## src/rtl/fetch_stage.sv

```systemverilog
// Instruction fetch stage: owns the PC, issues single-outstanding imem reads and
// drives the IF/ID register, applying decode-stage branch/jump redirects.
module fetch_stage #(
    parameter logic [31:0] RESET_PC = 32'h0000_0000
) (
    input  logic        clk,
    input  logic        reset,
    input  logic        stallF,
    input  logic        stallD,
    input  logic        pcsrcD,
    input  logic [31:0] pcbranchD,
    input  logic        jumpD,
    output logic        imem_req,
    output logic [31:0] imem_addr,
    input  logic [31:0] imem_rdata,
    input  logic        imem_valid,
    output logic [31:0] instrD,
    output logic [31:0] pcplus4D,
    output logic [5:0]  opD,
    output logic [5:0]  functD,
    output logic        validD,
    output logic [31:0] pcF
);

    typedef enum logic [1:0] {
        ST_ISSUE = 2'd0,
        ST_WAIT  = 2'd1,
        ST_HOLD  = 2'd2,
        ST_KILL  = 2'd3
    } state_t;

    state_t      state_r, state_nxt_s;
    logic [31:0] pc_r, pc_nxt_s;
    logic [31:0] hold_buf_r, hold_nxt_s;
    logic [31:0] instr_r, instr_nxt_s;
    logic [31:0] pcplus4_r, pcplus4_nxt_s;
    logic        valid_r, valid_nxt_s;
    logic        redirect_s;
    logic [31:0] target_s;
    logic        deliver_s;
    logic [31:0] deliver_word_s;

    // Redirect decision: a stalled decode stage may hold stale operands, so it is ignored then
    always_comb begin
        redirect_s = valid_r && !stallD && (jumpD || pcsrcD);
        if (jumpD) begin
            target_s = {pcplus4_r[31:28], instr_r[25:0], 2'b00};
        end else begin
            target_s = pcbranchD;
        end
    end

    // Fetch FSM next state, imem request, PC and IF/ID next values
    always_comb begin
        state_nxt_s    = state_r;
        pc_nxt_s       = pc_r;
        hold_nxt_s     = hold_buf_r;
        deliver_s      = 1'b0;
        deliver_word_s = hold_buf_r;
        imem_req       = 1'b0;
        case (state_r)
            ST_ISSUE: begin
                imem_req = !stallF && !redirect_s;
                if (!stallF && !redirect_s) begin
                    state_nxt_s = ST_WAIT;
                end else begin
                    state_nxt_s = ST_ISSUE;
                end
            end
            ST_WAIT: begin
                // A response coinciding with a redirect completes the request, so no KILL is needed
                if (imem_valid) begin
                    if (redirect_s) begin
                        state_nxt_s = ST_ISSUE;
                    end else if (stallD) begin
                        hold_nxt_s  = imem_rdata;
                        state_nxt_s = ST_HOLD;
                    end else begin
                        deliver_s      = 1'b1;
                        deliver_word_s = imem_rdata;
                        state_nxt_s    = ST_ISSUE;
                    end
                end else if (redirect_s) begin
                    state_nxt_s = ST_KILL;
                end else begin
                    state_nxt_s = ST_WAIT;
                end
            end
            ST_HOLD: begin
                if (redirect_s) begin
                    state_nxt_s = ST_ISSUE;
                end else if (!stallD) begin
                    deliver_s   = 1'b1;
                    state_nxt_s = ST_ISSUE;
                end else begin
                    state_nxt_s = ST_HOLD;
                end
            end
            ST_KILL: begin
                if (imem_valid) begin
                    state_nxt_s = ST_ISSUE;
                end else begin
                    state_nxt_s = ST_KILL;
                end
            end
            default: begin
                state_nxt_s = ST_ISSUE;
            end
        endcase

        if (redirect_s) begin
            pc_nxt_s = target_s;
        end else if (deliver_s) begin
            pc_nxt_s = pc_r + 32'd4;
        end else begin
            pc_nxt_s = pc_r;
        end

        if (stallD) begin
            instr_nxt_s   = instr_r;
            pcplus4_nxt_s = pcplus4_r;
            valid_nxt_s   = valid_r;
        end else if (deliver_s) begin
            instr_nxt_s   = deliver_word_s;
            pcplus4_nxt_s = pc_r + 32'd4;
            valid_nxt_s   = 1'b1;
        end else begin
            instr_nxt_s   = 32'h0000_0000;
            pcplus4_nxt_s = pcplus4_r;
            valid_nxt_s   = 1'b0;
        end
    end

    // State, PC, hold buffer and IF/ID registers
    always_ff @(posedge clk) begin
        if (!reset) begin
            state_r    <= ST_ISSUE;
            pc_r       <= RESET_PC;
            hold_buf_r <= 32'h0000_0000;
            instr_r    <= 32'h0000_0000;
            pcplus4_r  <= 32'h0000_0000;
            valid_r    <= 1'b0;
        end else begin
            state_r    <= state_nxt_s;
            pc_r       <= pc_nxt_s;
            hold_buf_r <= hold_nxt_s;
            instr_r    <= instr_nxt_s;
            pcplus4_r  <= pcplus4_nxt_s;
            valid_r    <= valid_nxt_s;
        end
    end

    assign imem_addr = pc_r;
    assign pcF       = pc_r;
    assign instrD    = instr_r;
    assign pcplus4D  = pcplus4_r;
    assign validD    = valid_r;
    assign opD       = instr_r[31:26];
    assign functD    = instr_r[5:0];

endmodule
```

## config.mk

```make
export PLATFORM = sky130hd
export DESIGN_NAME = fetch_stage
export DESIGN_NICKNAME = d
export VERILOG_FILES = /design/src/rtl/fetch_stage.sv
export SDC_FILE = /design/constraint.sdc
export NUM_CORES = 1
export LEC_CHECK = 0
export ABC_AREA = 1
export CORE_MARGIN = 3
export CORE_UTILIZATION = 48
export CTS_CLUSTER_DIAMETER = 60
export CTS_CLUSTER_SIZE = 25
export DETAILED_ROUTE_END_ITERATION = 10
export GPL_TIMING_DRIVEN = 1
export PLACE_DENSITY = 0.82
export SYNTH_ARGS = -nofsm -noshare
export SYNTH_HDL_FRONTEND = slang
export SYNTH_SLANG_ARGS = --single-unit
```

## constraint.sdc

```tcl
create_clock -name clk -period 2.8 [get_ports clk]
set_clock_uncertainty 0.05 [all_clocks]
set_input_delay 0.56 -clock clk [delete_from_list [all_inputs] [get_ports clk]]
set_output_delay 0.56 -clock clk [all_outputs]
set_load 0.005 [all_outputs]
```

==> metrics, run 1 <==
crit path kind=in -> out; Worst EP arrival=1780 ps; Final nets=1255; Critical Path RT=2190 ps; largest net degree at the start of global routing=65; H-tree Lvls=4; Peak supply drop=0.000415 V; clock net sink count=131; first-pass GRT wire length=32600 um; Hold Slack=400 ps; wire per inst=15.1 um; cell row count=42; WL final=20600 um; type of origin of the critical path=primary input; total CTS buffers=17; n_diodes=0; post-synth net total=1106; post-DR vias/cell=5.10; largest area contributor in the netlist=dfxtp_1; vias in the first global route=6407; Final Wtd Congestion=0.882; Critical R2R Launch=state_r[1]$_SDFF_PN0_; min-delay src=hold_buf_r[14]$_SDFFE_PN0P_; initial antenna violation count=0; setup TNS=0 ps; status=finished, final reports clean; postcts setup bufs=0; I/O pins=213; worst-margin pin slew=585 ps; share of the synthesized area in the top cell type=38.8%; critical path's top delay family=buffers and inverters; Clock Tree Buf Depth=2; CTS tree=done; Die Ht=125 um; detailed-placement wirelength estimate=14400 um; commonest non-fill, non-tap cell in the layout=nand2_1; PwrDens=482 nW/um^2; slew margin rel.=61.0%; Final Setup Violations=0; slowest cell on the critical path=clkdlybuf4s50_1; Port Buffer Count=212; final worst-path cycle share=85.2%; static leakage=3.57 nW; dpl cells=1335; Residual DRC=0; synth warn=0; register clock-pin slew on the reported worst setup and hold paths=60 ps; 1st-pass router iterations=5; Final ANT Viol Nets=0; core area=13500 um^2; DRT iter0 DRCs=506; Worst path max stage delay=470 ps; critical-path maximum fanout=2; Fin. Hold Viols=0; Area contributors post-synth=dfxtp_1 39%, nand2_1 17%, a21oi_1 9.5%, inv_1 7.0%, nand3_1 5.8%; layout cell share with drive strength beyond 1=5.63%; Tmin final=2390 ps; Finished Layout Cells=1366; area grow syn2layout=37.2%; RSZ-0062 raised after global routing=no; FMAX=0.419 GHz; Final Max Slew Viols=0; Post-Syn Instances=1029; Max-Cap Viols=0; Chip Width=125 um; Buf/Inv on CP=2; most frequent cells in the layout=309 x nand2_1, 210 x clkdlybuf4s50_1, 131 x dfxtp_1; nature of the critical path endpoint=primary output; gr ovfl total=0; GRT Total Usage=25.8%; crit path cell chain=clkdlybuf4s50_1 > o21ai_4 > nor2_4 > or2_2 > nor2_1 > dlymetal6s2s_1; vias post-DR=6963; Yosys reg bits=131; Die ar.=15500 um^2; Mean Syn Cell Area=6.57 um^2; root buffer cell=clkbuf_16; Critical path origin=pcsrcD; post-synthesis instance area=6760 um^2; Seq/Total Area, Yosys=38.8%; Distinct cells, synth=28; initial core utilization=50.0%; worst-skew pair later-pin latency=420 ps; hold crit path type=reg -> reg
## repair_timing
action                                 CTS  global route
setup endpoints to repair                0             1
endpoints found under the hold margin    0             0
gates resized for setup                  0             2
hold buffers                             0             0
## cells by family (layout without fill, tap and decap cells)
group | Yosys count | count (layout) | synth area share [%]
and+or+nand+nor | 458 | 458 | 28.0
buffers and inverters | 226 | 387 | 15.8
AOI/OAI and AO/OA | 202 | 202 | 15.5
DFF | 131 | 131 | 38.8
adders and majority gates | 6 | 6 | 1.11
xor gates and xnor gates | 6 | 6 | 0.777
## Yosys cell counts
cell type and n:
o21ai_0 56, o21ai_4 1, buf_2 17, ha_1 6
xor2_1 1, buf_6 1, nand3_2 1, xnor2_1 5
nand2_1 309, o211ai_1 7, nand3_1 79, nor2_4 3
clkbuf_1 28, buf_4 50, and2_1 2, inv_1 126
o21ai_1 4, a21oi_1 128, nand2_2 3, a211oi_1 1
nor2_1 47, nor2_2 3, a31oi_1 4, or2_2 8
o31ai_1 1, dfxtp_1 131, or2_0 3, inv_2 4
## stage by stage
stage                     cell area (um^2)  util, %  power (mW)  setup WS, ps
after floorplan                       6760        -        2.12           832
after global placement                8680     64.3        2.29          68.5
after detailed placement              8680     64.3        2.29          24.1
after CTS                             9270     68.6        4.49          14.3
after global routing                  9270     68.7        4.61           368
final                                 9270     68.7        4.47           414
## power by group
| part | switching, mW | leakage (nW) | internal, mW |
|---|---|---|---|
| logic | 0.190 | 2.23 | 0.164 |
| clock network | 0.810 | 0.289 | 1.41 |
| registers | 0.0117 | 1.06 | 1.89 |
| total | 1.01 | 3.57 | 3.46 |
## per-layer routing
layer | GRT usage (%) | wire [um] | vias up
met5 | 0 | 0 | -
met4 | 8.77 | 340 | 0
met3 | 6.05 | 1620 | 25
met2 | 42.0 | 9830 | 282
met1 | 33.5 | 8840 | 3159
li1 | - | - | 3497
## tightest hold or removal path: stages (launching register included)
cell and delay (ps):
dfxtp_1 290, inv_1 60, a21oi_1 50
## registers in the layout (all words and copies together), names as in the netlist
| name | count |
|---|---|
| state_r | 2 |
| validD | 1 |
| pcplus4D | 32 |
| hold_buf_r | 32 |
| imem_addr | 32 |
| instrD | 32 |
## path summary, 6_finish.rpt
path	endpoint	slack [ps]	cells past startpoint
max	imem_req	410	6
min	hold_buf_r[14]$_SDFFE_PN0P_	400	2
max reg2reg	imem_addr[27]$_SDFFE_PN0P_	770	9
min reg2reg	hold_buf_r[14]$_SDFFE_PN0P_	400	2
## cell type report
cell class                 instances  area (um^2)
clock inverter                    11          136
inverter                         130          488
clock buffer                      20          447
fill                            1202         4230
multi-input combinational        672         3080
sequential                       131         2620
tap                              176          220
timing repair buffer             226         2280
(Power assumes the default switching activity.)
==> run 2: changes to the inputs <==
Settings changed: CORE_UTILIZATION 48 to 51, HOLD_SLACK_MARGIN set to 0.12, PLACE_DENSITY 0.82 to 0.87.
==> run 2 against run 1 <==
Register-to-register slack improved by 60 ps. Critical path type unchanged. Fmax grew 1.5%. First-iteration DRC count up 19%. Clock power is 9.9% higher. Utilization rose by 4.3 points. Non-clock buffer count decreased by 1. Sequential share of layout area decreased by 0.13 points. Flip-flop and latch count stayed put. Critical path depth unchanged. Cell area up 0.46%.
==> metrics, run 2 (synthesized netlist as in run 1, its figures left out) <==
worst-margin pin slew=1140 ps; Residual DRC=0; Peak supply drop=0.000638 V; total CTS buffers=17; Tmin final=2350 ps; met3 Use GR=6.67%; final core utilization=72.9%; RSZ-0062 raised after global routing=no; I/O pins=213; worst-skew pair later-pin latency=430 ps; GRT Max-Usage Layer=met2; gr ovfl total=0; Critical path origin=pcsrcD; Worst Slack Setup Final=450 ps; DRT iter0 DRCs=600; vias in the first global route=6476; hold crit path type=reg -> reg; Die ar.=14700 um^2; type of origin of the critical path=primary input; Final nets=1254; Critical Path RT=2190 ps; largest net degree at the start of global routing=65; WL final=20400 um; PwrDens=503 nW/um^2; min-delay src=hold_buf_r[7]$_SDFFE_PN0P_; pre-CTS setup slack=30.3 ps; static leakage=3.58 nW; GR Util met1=35.9%; Clock Tree Buf Depth=2; core area=12800 um^2; initial core utilization=52.9%; postcts setup bufs=0; clock net sink count=131; first-pass GRT wire length=32700 um; n_diodes=0; Final ANT Viol Nets=0; Chip Width=121 um; area grow syn2layout=37.8%; initial antenna violation count=0; Fin. Hold Viols=0; Port Buffer Count=212; Finished Layout Cells=1362; Final Wtd Congestion=0.941; GRT Total Usage=28.2%; grt met2 use=45.6%; Critical R2R Launch=validD$_SDFFE_PN0N_; setup TNS=0 ps; overall power=4.69 mW; dpl cells=1330; root buffer cell=clkbuf_16; area taken by multi-input logic gates=3080 um^2; FMAX=0.426 GHz; most frequent cells in the layout=309 x nand2_1, 210 x clkdlybuf4s50_1, 131 x dfxtp_1; Final Max Slew Viols=0; CTS tree=done; register clock-pin slew on the reported worst setup and hold paths=60 ps; cell row count=41; Worst EP arrival=1740 ps; Max-Cap Viols=0; crit path kind=in -> out; Die Ht=121 um; slew margin rel.=23.6%; detailed-placement wirelength estimate=14300 um; post-DR vias/cell=5.12; 1st-pass router iterations=7; Reg area=2620 um^2; CTS Hold Bufs=0; Filler Cell Count=1031; status=finished, final reports clean; commonest non-fill, non-tap cell in the layout=nand2_1; H-tree Lvls=4; wire per inst=15.0 um; vias post-DR=6977; Final Setup Violations=0; layout cell share with drive strength beyond 1=5.71%; critical-path maximum fanout=2; nature of the critical path endpoint=primary output; final worst-path cycle share=83.9%
-- run 2: changes by cell type in the layout (fill, tap and decap cells not counted) --
cell / change
clkbuf_1: -1
clkinv_2: -4
clkinv_4: +1
clkinvlp_4: +3
buf_12: -1
bufinv_16: +2
-- run 2: critical path: stages --
cell             delay (ps)
clkdlybuf4s50_1         460
o21ai_4                 180
nor2_4                   40
or2_2                   280
nor2_1                   90
dlymetal6s2s_1          140
-- run 2: path summary, 6_finish.rpt --
check | endpoint | slack, ps | cells after the start
worst min-delay path | hold_buf_r[7]$_SDFFE_PN0P_ | 400 | 2
worst max register to register | instrD[21]$_SDFFE_PN0N_ | 830 | 8
worst min register to register | hold_buf_r[7]$_SDFFE_PN0P_ | 400 | 2
worst max-delay path | imem_req | 450 | 6
-- run 2: layout make-up --
type | count | area share (%)
clock buffer | 19 | 4.75
clock inverter | 13 | 2.23
inverter | 130 | 5.24
multi-input combinational | 672 | 33.0
sequential | 131 | 28.2
tap | 172 | 2.31
timing repair buffer | 225 | 24.3
-- run 2: stage by stage --
stage               hold WS [ps]  area (um^2)
floorplan                    380         6760
global placement             389         8660
detailed placement           393         8660
CTS                          402         9310
global route                 420         9320
finish                       400         9320
-- run 2: timing repair --
| action | CTS | global route |
|---|---|---|
| setup endpoints to repair | 0 | 1 |
| resized for setup | 0 | 2 |
| hold endpoints to repair | 0 | 0 |
-- run 2: power by group --
group	leakage (nW)	switching, mW	internal (mW)	total [mW]
Combinational	2.22	0.188	0.161	0.349
Sequential	1.06	0.0113	1.89	1.90
Clock	0.305	0.838	1.60	2.44
Total	3.58	1.04	3.65	4.69
-- run 2: layer usage --
layer / part of all wire (%) / up-vias
met5: 0 / -
met3: 7.9 / 46
met4: 3.0 / 0
met1: 42 / 3119
li1: - / 3507
met2: 47 / 305
==> run 3: changes to the inputs <==
Settings changed: CORE_UTILIZATION 51 to 43, PLACE_DENSITY 0.87 to 0.78.
Clock period 2.8 ns to 2 ns, I/O delays scaled along.
==> run 3 against run 2 <==
Sequential power up 40%. Final cell count up 4.3%. Critical endpoint is now imem_addr[25]. Setup slack got worse by 380 ps. Clock power up 19%. Worst hold slack worse by 0.66 ps.
==> metrics, run 3 (synthesized netlist as in run 1, its figures left out) <==
initial core utilization=44.1%; slowest cell on the critical path=clkdlybuf4s50_1; Clock Tree Buf Depth=2; total CTS buffers=17; Residual DRC=0; vias in the first global route=6487; crit path cell chain=clkdlybuf4s50_1; Fin. Hold Viols=0; n_diodes=0; Die Ht=131 um; vias post-DR=7045; Filler Cell Count=1453; Peak supply drop=0.000582 V; critical path's top delay family=buffers and inverters; I/O pins=213; status=finished, final reports clean; static leakage=3.66 nW; PwrDens=639 nW/um^2; Port Buffer Count=212; H-tree Lvls=4; RSZ-0062 raised after global routing=no; most frequent cells in the layout=308 x nand2_1, 208 x clkdlybuf4s50_1, 130 x dfxtp_1; Hold Slack=399 ps; detailed-placement wirelength estimate=15100 um; Max-Cap Viols=0; hold crit path type=reg -> reg; Chip Width=131 um; Buf/Inv on CP=1; worst-skew pair later-pin latency=420 ps; Worst path max stage delay=570 ps; worst-margin pin slew=572 ps; critical-path maximum fanout=7; DRT iter0 DRCs=481; largest net degree at the start of global routing=49; Critical Path RT=1550 ps; layout cell share with drive strength beyond 1=7.52%; wire per inst=14.8 um; area grow syn2layout=41.1%; crit path kind=reg -> out; slew margin rel.=61.8%; nature of the critical path endpoint=primary output; 1st-pass router iterations=7; Final Max Slew Viols=0; final core utilization=62.3%; CTS tree=done; root buffer cell=clkbuf_16; cell row count=45; Final Setup Violations=0; Worst EP arrival=1480 ps; post-DR vias/cell=4.96; FMAX=0.517 GHz; Final ANT Viol Nets=0; R2R Setup Slk=140 ps; WL final=21100 um; final worst-path cycle share=96.7%; type of origin of the critical path=register; initial antenna violation count=0; GRT Total Usage=23.5%; clock net sink count=131; Final nets=1277; commonest non-fill, non-tap cell in the layout=nand2_1; first-pass GRT wire length=33200 um; Final Wtd Congestion=0.931; register clock-pin slew on the reported worst setup and hold paths=60 ps; Tmin final=1930 ps; gr ovfl total=0; Die ar.=17300 um^2; core area=15300 um^2
==> run 3: changes by cell type in the layout (fill, tap and decap cells not counted), sizes merged <==
cell           change
clkbuf             +6
clkdlybuf4s50      -2
dlygate4sd2        +3
dlymetal6s2s       -2
buf               +21
clkinv             -1
clkdlybuf4s15      +1
bufinv             -3
clkinvlp           -3
==> run 3: final cells by class <==
cell class                      instances  area [um^2]  area share [%]
Timing Repair Buffer                  248         2510            26.3
Clock buffer                           23          458            4.80
Sequential cell                       131         2620            27.5
Inverter                              130          490            5.14
Clock inverter                          6         82.6           0.866
Multi-Input combinational cell        672         3100            32.6
Tap cell                              211          264            2.77
==> run 3: timing repair <==
item	CTS	global route
resized for setup	6	11
pin swaps	1	2
gates cloned	0	2
buffers inserted	1	3
hold buffers	0	0
setup endpoints to repair	20	49
==> run 3: per-layer routing <==
metal	global-route usage (%)	share of wire, %	vias up
met5	0	0	-
met4	7.93	2.0	0
met3	5.74	8.0	34
met2	37.1	47	306
met1	31.7	43	3163
li1	-	-	3542
==> run 3: path summary, 6_finish.rpt <==
check / startpoint / endpoint / cells after the start
hold / removal: hold_buf_r[17]$_SDFFE_PN0P_ / hold_buf_r[17]$_SDFFE_PN0P_ / 2
hold reg to reg: hold_buf_r[17]$_SDFFE_PN0P_ / hold_buf_r[17]$_SDFFE_PN0P_ / 2
setup reg to reg: state_r[1]$_SDFF_PN0_ / imem_addr[11]$_SDFFE_PN0P_ / 10
setup / recovery: imem_addr[25]$_SDFFE_PN0P_ / imem_addr[25] / 1
==> run 3: where the power goes <==
group / switching [mW] / internal [mW] / leakage [nW] / total, mW
Sequential: 0.0158 / 2.65 / 1.06 / 2.66
Clock: 1.07 / 1.84 / 0.263 / 2.91
Combinational: 0.270 / 0.248 / 2.34 / 0.518
Total: 1.36 / 4.73 / 3.66 / 6.09
==> run 3: per-stage QoR <==
step	setup WS (ps)	instance area, um^2	power, mW	TNS [ps]	instances
floorplan	348	6760	2.97	0	1029
global placement	-418	8890	3.22	-25500	1386
detailed placement	-486	8890	3.24	-30750	1386
CTS	48.6	9430	6.12	0	1416
global route	10.0	9540	6.28	0	1421
finish	66.1	9540	6.09	0	1421
